<file path="src/rtl/rf_wb_arbiter.sv">
// rf_wb_arbiter: shares the register-file write port between Write Back and a FIFO-buffered MDU, with a pending-destination scoreboard
module rf_wb_arbiter #(
    parameter int DEPTH    = 2,
    parameter int MAX_WAIT = 4
) (
    input  logic        clk,
    input  logic        rst,
    input  logic        wb_valid,
    input  logic [4:0]  wb_rd,
    input  logic [31:0] wb_data,
    input  logic        mdu_valid,
    output logic        mdu_ready,
    input  logic [4:0]  mdu_rd,
    input  logic [31:0] mdu_data,
    input  logic        issue_valid,
    input  logic [4:0]  issue_rd,
    output logic        rf_we,
    output logic [4:0]  rf_rd,
    output logic [31:0] rf_wd,
    output logic [31:0] pend_mask,
    output logic        stall_req
);
    localparam int AW = $clog2(DEPTH);
    localparam int WW = $clog2(MAX_WAIT + 1);
    localparam logic [AW:0]   FULL = (AW+1)'(DEPTH);
    localparam logic [WW-1:0] WMAX = WW'(MAX_WAIT);

    logic [36:0]   mem [DEPTH];
    logic [AW-1:0] wp, rp;
    logic [AW:0]   cnt;
    logic [WW-1:0] wcnt;
    logic          wb_w, empty, acc, ft, push, pop;
    logic [31:0]   set, clr;

    assign mdu_ready = cnt < FULL;

    always_comb begin
        wb_w  = wb_valid && wb_rd != 5'd0;
        empty = cnt == '0;
        acc   = mdu_valid && mdu_ready;
        pop   = !wb_w && !empty;
        ft    = !wb_w && empty && acc && mdu_rd != 5'd0;
        push  = acc && mdu_rd != 5'd0 && !ft;
        rf_we = !rst && (wb_w || pop || ft);
        rf_rd = wb_w ? wb_rd : pop ? mem[rp][36:32] : ft ? mdu_rd : 5'd0;
        rf_wd = wb_w ? wb_data : pop ? mem[rp][31:0] : ft ? mdu_data : 32'd0;
        set   = (issue_valid && issue_rd != 5'd0) ? 32'd1 << issue_rd : 32'd0;
        clr   = (pop || ft) ? 32'd1 << rf_rd : 32'd0;
    end

    always_ff @(posedge clk)
        if (push) mem[wp] <= {mdu_rd, mdu_data};

    always_ff @(posedge clk or posedge rst)
        if (rst) begin
            wp        <= '0;
            rp        <= '0;
            cnt       <= '0;
            wcnt      <= '0;
            stall_req <= 1'b0;
            pend_mask <= 32'd0;
        end else begin
            wp        <= push ? wp + AW'(1) : wp;
            rp        <= pop ? rp + AW'(1) : rp;
            cnt       <= cnt + (AW+1)'(push) - (AW+1)'(pop);
            wcnt      <= (empty || pop) ? '0 : (wcnt == WMAX) ? wcnt : wcnt + WW'(1);
            stall_req <= pop ? 1'b0 : (wcnt == WMAX) ? 1'b1 : stall_req;
            pend_mask <= (pend_mask & ~clr) | set;
        end

    // decode must stall on pend_mask, so re-issuing to a pending rd is illegal
    a_no_reissue: assert property (@(posedge clk) disable iff (rst)
        issue_valid && issue_rd != 5'd0 |-> !pend_mask[issue_rd]);
endmodule
</file>
<file path="config.mk">
export PLATFORM = sky130hd
export DESIGN_NAME = rf_wb_arbiter
export DESIGN_NICKNAME = d
export VERILOG_FILES = /design/src/rtl/rf_wb_arbiter.sv
export SDC_FILE = /design/constraint.sdc
export NUM_CORES = 1
export LEC_CHECK = 0
export ABC_CLOCK_PERIOD_IN_PS = 7900
export CAP_MARGIN = 0
export CORE_MARGIN = 8
export CORE_UTILIZATION = 46
export DETAILED_ROUTE_END_ITERATION = 10
export PLACE_DENSITY = 0.77
export SLEW_MARGIN = 20
export SYNTH_ARGS = -nofsm -noshare
export SYNTH_HDL_FRONTEND = slang
export SYNTH_SLANG_ARGS = --single-unit
</file>
<file path="constraint.sdc">
create_clock -name clk -period 7.9 [get_ports clk]
set_clock_uncertainty 0.2 [all_clocks]
set_input_delay 1.58 -clock clk [delete_from_list [all_inputs] [get_ports clk]]
set_output_delay 1.58 -clock clk [all_outputs]
set_load 0.05 [all_outputs]
</file>
==> key figures, run 1 <==
Power and ir drop
  • Proportion of power drawn by flip-flops and latches: 0.288
  • Leakage Power: just over 3 nW
  • Combinational power share: 0.467
  • Maximum VDD drop: 0.000281 V
  • Sw Ratio: 0.419
  • Cell Pwr Density: 375 nW/um^2
  • Clock Power Share: 0.244
  • Switch Pwr: 1.26 mW
  • Internal Power: 1.74 mW

Setup path
  • Crit-path max cell delay: 0.81 ns
  • Most common cell on crit path: clkdlybuf4s50_1
  • Crit Path Max Fanout: 23
  • Nature of the critical path endpoint: output pin
  • Reg-to-reg startpoint: cnt[1]
  • CP Data Required Time: about 6.1 ns
  • Critical Path AT: 4.68 ns
  • Setup CP Type: in -> out
  • Reg2Reg Capture Point: pend_mask[9]
  • R2R depth: 6
  • Critical Path Source Type: input pin
  • R2R setup slack: around 5.3 ns
  • Critical path, cell by cell: clkdlybuf4s50_1 > or4_4 > o21ai_4 > o221a_2 > nand2_2 > inv_1 > clkdlybuf4s50_1
  • Slowest-stage cell, CP: clkdlybuf4s50_1

STA
  • Final hold slack: 0.316 ns
  • Normalized max-slew margin: 0.353
  • Setup tns final: 0 ns
  • Max Fclk: 155 MHz
  • Final Hold Fails: 0
  • Setup ws final: 1.44 ns
  • Final setup vio count: 0
  • Final Cycle Share: 0.818
  • Tmin final: 6.46 ns
  • Tightest Pin Transition: slightly below 1 ns
  • RSZ-0062 raised after global routing: no
  • Pins Over Slew Limit: 0

Synth
  • Synth Net Count: ~630
  • XOR/XNOR Fraction of Synth Area: 0.00770
  • Synthesized area per cell: 10.6 sq um
  • Cell taking the most area after synthesis: edfxtp_1
  • Synth Flop Type: edfxtp_1
  • Post-Syn Instances: 537
  • Top post-synthesis cells by area: edfxtp_1, dfrtp_1, mux2i_1
  • Mapped Area: roughly 5700 sq um
  • Synth Area in Adders: 0.00880
  • Compound-Gate Fraction of Synth Area: 0.183
  • Largest family of logic cells by synthesized area: compound AO/OA/AOI/OAI gates
  • Sequential fraction of the synthesis area: 0.567
  • Multiplexer area fraction after synthesis: 0.0686
  • Netlist cell types: 56
  • Post-synth EDFFs: 74
  • Yosys reg bits: 114
  • Ys async rst share: 0.351
  • Post-Synth Simple-Gate Area: 0.127
  • Share of the synthesized area in the top cell type: 0.391
  • Synth warn: 0

Final layout
  • Footprint of the multi-input gates: roughly 2300 sq um
  • Final Util: 0.663
  • Layout cells sized above 1: 0.0788
  • Most common cell after layout, fill and taps aside: clkdlybuf4s50_1
  • ANT cells: 0
  • Final std cells w/o fill: 866
  • Most frequent cells in the layout: clkdlybuf4s50_1, nor2_1, edfxtp_1, a21oi_1
  • Fillcell total: between 900 and 1,000
  • Final #Nets: 773
  • Sequential cell area: between 3000 and 4000 sq um
  • Area added between synthesis and finish: 40.5%

Global route
  • Tot GR Track Use: 0.202
  • Largest net degree at the start of global routing: 81
  • Antenna violations before repair: 0
  • Wire length of the first global-routing pass: 25,900 um
  • Number of global-route vias before repair: 4,921
  • Remaining Overflow, GRT: 0

Clocking
  • H-tree depth: 4
  • CTS Buf Count: 17
  • Clock slew at reported path FFs: 0.05 ns
  • Setup bufs post-CTS: 0
  • Root Buffer: clkbuf_16
  • Cts repair resizes: 0
  • Clk_lat worst skew: 0.41 ns
  • Clock tree sinks: 114
  • Hold-fix buffer count after cts: 0
  • CTS tree: yes
  • Clock Tree Buf Depth: 2

Floorplan
  • Num ports: 156
  • Core footprint: 12,100 sq um
  • Die height: 127 um
  • Die area: 16,200 sq um
  • Initial core utilization: 0.472
  • Die width: 127 um
  • # rows: 40

Status
  • Status: completed

Placed design
  • DP Worst Slack: 1.46 ns
  • GP Congestion: 0.844
  • Post-placement cell count: 832
  • PortBufs: 155
  • Post-DP HPWL: 11,300 um

Min path
  • Hold Path End: pend_mask[15]
  • Worst Hold Class: reg -> reg
  • Hold path depth: 2
  • Worst Hold Launch: pend_mask[15]

Route
  • Via count: 4,921
  • 1st-iter DRT viols: 400
  • Residual DRC: 0
  • DR pass1 iterations: 5
  • Total wire length: 16,300 um
  • Post-route ant nets: 0
  • Vias per cell: 5.68
  • Drt wl/cell: between 15 and 20 um

Run
  • Max_cap viols: 0
==> power by group through the flow <==
stage	registers (mW)	logic [mW]	clock network, mW
finish	0.864	1.40	0.732
global route	0.877	1.49	0.768
CTS	0.865	1.39	0.743
detailed placement	0.871	1.38	0
global placement	0.868	1.35	0
floorplan	1.03	0.786	0
==> per-layer routing <==
metal  part of all wire  track usage
met5                  0            0
met4              0.020       0.0819
met3              0.092       0.0678
met2               0.47        0.314
met1               0.42        0.253
==> cell usage after synthesis (6+ instances only) <==
library cell   n
a211oi_1      12
a21oi_1       60
a31oi_1       37
a32oi_1        7
buf_2         13
clkbuf_1      14
dfrtp_1       40
edfxtp_1      74
inv_1         16
mux2i_1       39
nand2_1       35
nand3_1       11
nor2_1        88
nor3_1         6
o211ai_1       6
o21ai_0       10
o21ai_1        7
==> flip-flops by register name, summed over array words and instances, names as in the netlist <==
signal     flops
cnt            2
mem           74
pend_mask     32
rp             1
stall_req      1
wcnt           3
wp             1
==> layout make-up <==
class / instances / area share
clock buffer: 21 / 0.0576
clock inverter: 11 / 0.0141
inverter: 16 / 0.00751
multi-input combinational: 374 / 0.285
sequential: 114 / 0.403
tap: 168 / 0.0263
timing repair buffer: 162 / 0.206
==> through the flow <==
stage / total power, mW / cell area [sq um]
after floorplan: 1.81 / 5690
after global placement: 2.22 / 7370
after detailed placement: 2.25 / 7370
after CTS: 3.00 / 7950
after global routing: 3.13 / 7990
final: 2.99 / 7990
==> worst max path at each step <==
stage | end | cells after the start | slack (ns) | start
CTS | rf_rd[0] | 7 | 1.44 | wb_rd[0]
global route | rf_rd[0] | 7 | 1.28 | wb_rd[0]
finish | rf_rd[0] | 7 | 1.44 | wb_rd[0]
detailed placement | rf_rd[0] | 7 | 1.46 | wb_rd[0]
floorplan | rf_wd[0] | 6 | 2.64 | wb_rd[0]
global placement | rf_rd[0] | 7 | 1.50 | wb_rd[0]
==> logic make-up (layout without fill, tap and decap cells) <==
kind of cell	Yosys count	count (layout)
and+or+nand+nor	164	164
muxes	39	39
DFF	114	114
adders and majority gates	4	4
AOI/OAI and AO/OA	162	162
xor gates and xnor gates	5	5
buffers and inverters	49	210
==> worst max-delay path: cells and delay by family <==
| kind | cells | cell delay [ns] |
|---|---|---|
| buffers and inverters | 3 | 1.40 |
| AO/OA/AOI/OAI | 2 | 0.90 |
| AND/OR/NAND/NOR | 2 | 0.79 |
Note: power is estimated with default switching activity, not from simulation.
==> run 2, diff against run 1 <==
ABC_CLOCK_PERIOD_IN_PS = 5600   (was 7900)
CORE_UTILIZATION = 44   (was 46)
clock period = 5.6 ns   (was 7.9 ns; I/O delays follow)
==> key figures, run 2 (synthesis results as in run 1) <==
Status
  • Status: completed

Power and ir drop
  • Clock Power Share: 0.240
  • Proportion of power drawn by flip-flops and latches: 0.278
  • Switch Pwr: ~1.8 mW
  • Sw Ratio: 0.411
  • Maximum VDD drop: 0.000382 V
  • Internal Power: ~2.6 mW
  • Leakage Power: 3.22 nW
  • Combinational power share: 0.483
  • Cell Pwr Density: ~530 nW/um^2

Setup path
  • Critical Path Source Type: input pin
  • Crit Path Max Fanout: 63
  • Setup CP Type: in -> out
  • CP Data Required Time: around 4.3 ns
  • Critical Path AT: 3.56 ns
  • Nature of the critical path endpoint: output pin

Clocking
  • Cts repair resizes: 0
  • Root Buffer: clkbuf_16
  • Clock slew at reported path FFs: 0.05 ns
  • CTS tree: yes
  • CTS Buf Count: 17
  • Hold-fix buffer count after cts: 0
  • Clock Tree Buf Depth: 2
  • Clock tree sinks: 114
  • H-tree depth: 4
  • Setup bufs post-CTS: 0
  • Clk_lat worst skew: 0.40 ns

Global route
  • Remaining Overflow, GRT: 0
  • Wire length of the first global-routing pass: 25,600 um
  • Largest net degree at the start of global routing: slightly above 70
  • Number of global-route vias before repair: 4,974
  • Antenna violations before repair: 0
  • Tot GR Track Use: 0.196

STA
  • Tmin final: 4.88 ns
  • Final setup vio count: 0
  • Max Fclk: 205 MHz
  • Tightest Pin Transition: 1.04 ns
  • Final Cycle Share: 0.872
  • Final Hold Fails: 0
  • Setup tns final: 0 ns
  • Normalized max-slew margin: 0.306
  • Pins Over Slew Limit: 0
  • RSZ-0062 raised after global routing: no

Placed design
  • PortBufs: 155
  • Post-DP HPWL: 11,700 um
  • GP Congestion: 0.913
  • Post-placement cell count: 839

Final layout
  • Fillcell total: 982
  • Layout cells sized above 1: 0.130
  • Regs by FF count: mem (74), pend_mask (32), wcnt (3)
  • Most frequent cells in the layout: clkdlybuf4s50_1, nor2_1, edfxtp_1, a21oi_1
  • Most common cell after layout, fill and taps aside: clkdlybuf4s50_1
  • Max reg flops: 74
  • ANT cells: 0
  • Largest Register: mem
  • Final #Nets: 774
  • Final std cells w/o fill: roughly 870
  • Area added between synthesis and finish: 45.3%

Route
  • 1st-iter DRT viols: 460
  • Drt wl/cell: 18.9 um
  • Residual DRC: 0
  • Total wire length: about 16,000 um
  • DR pass1 iterations: 5
  • Vias per cell: ~5.7
  • Via count: 4,937
  • Post-route ant nets: 0

Floorplan
  • Die width: between 100 and 150 um
  • Die area: around 17,000 sq um
  • Die height: 130 um
  • Initial core utilization: 0.451
  • Core footprint: 12,600 sq um
  • Num ports: 156
  • # rows: 41

Run
  • Max_cap viols: 0

Min path
  • Worst Hold Class: reg -> reg
-- run 2: changes by cell type in the layout (fill, tap and decap cells not counted), sizes merged --
cell	delta
clkbuf	+5
buf	+35
clkinv	-3
bufinv	-2
clkdlybuf4s50	-34
-- run 2: worst paths after layout --
kind	endpoint	start	slack, ns	cells after the start
max in group asynchronous	pend_mask[19]	rst	3.76	3
min in group asynchronous	wp	rst	0.76	2
max	rf_wd[22]	wb_rd[0]	0.72	7
min reg2reg	pend_mask[0]	pend_mask[0]	0.32	2
min	pend_mask[0]	pend_mask[0]	0.32	2
max reg2reg	cnt[1]	cnt[1]	2.95	8
-- run 2: routing by layer --
layer  up-vias  routed length [um]  GRT usage
met2       250                7690      0.317
met4         0                 355     0.0786
met3        32                1580     0.0694
met1      2355                6840      0.235
li1       2300                   -          -
met5         -                   0          0
-- run 2: worst max-delay path: stages --
cell and delay, ns:
clkdlybuf4s50_1 0.45, or4_4 0.58, o21ai_4 0.30, buf_4 0.53, nor2_1 0.08, a21oi_1 0.29
buf_12 0.19
-- run 2: layout make-up --
type | count | area, sq um | area share
multi-input combinational | 374 | 2280 | 0.275
clock buffer | 26 | 563 | 0.0681
clock inverter | 6 | 38.8 | 0.00469
sequential | 114 | 3220 | 0.390
timing repair buffer | 163 | 1890 | 0.229
inverter | 16 | 60.1 | 0.00727
tap | 172 | 215 | 0.0260
-- run 2: power by group through the flow --
stage                     Clock, mW  Combinational (mW)  Sequential, mW
final                          1.05                2.12            1.22
after global routing           1.10                2.25            1.23
after CTS                      1.07                2.12            1.21
after detailed placement          0                2.11            1.22
after global placement            0                2.07            1.22
after floorplan                   0                1.11            1.45
-- run 2: per-stage QoR --
stage | power, mW | utilization | hold WS (ns) | area [sq um] | setup WS (ns)
final | 4.38 | 0.655 | 0.316 | 8270 | 0.719
after detailed placement | 3.33 | 0.607 | 0.305 | 7660 | 0.772
after global routing | 4.58 | 0.655 | 0.352 | 8270 | 0.568
after global placement | 3.29 | 0.607 | 0.298 | 7660 | 0.822
after CTS | 4.40 | 0.655 | 0.318 | 8270 | 0.709
after floorplan | 2.56 | - | 0.268 | 5690 | 1.26
==> run 3, diff against run 2 <==
CTS_CLUSTER_DIAMETER = 80   (was not set)
==> results of run 3 <==
No change in the layout: final DEF, timing and power equal those of run 2.
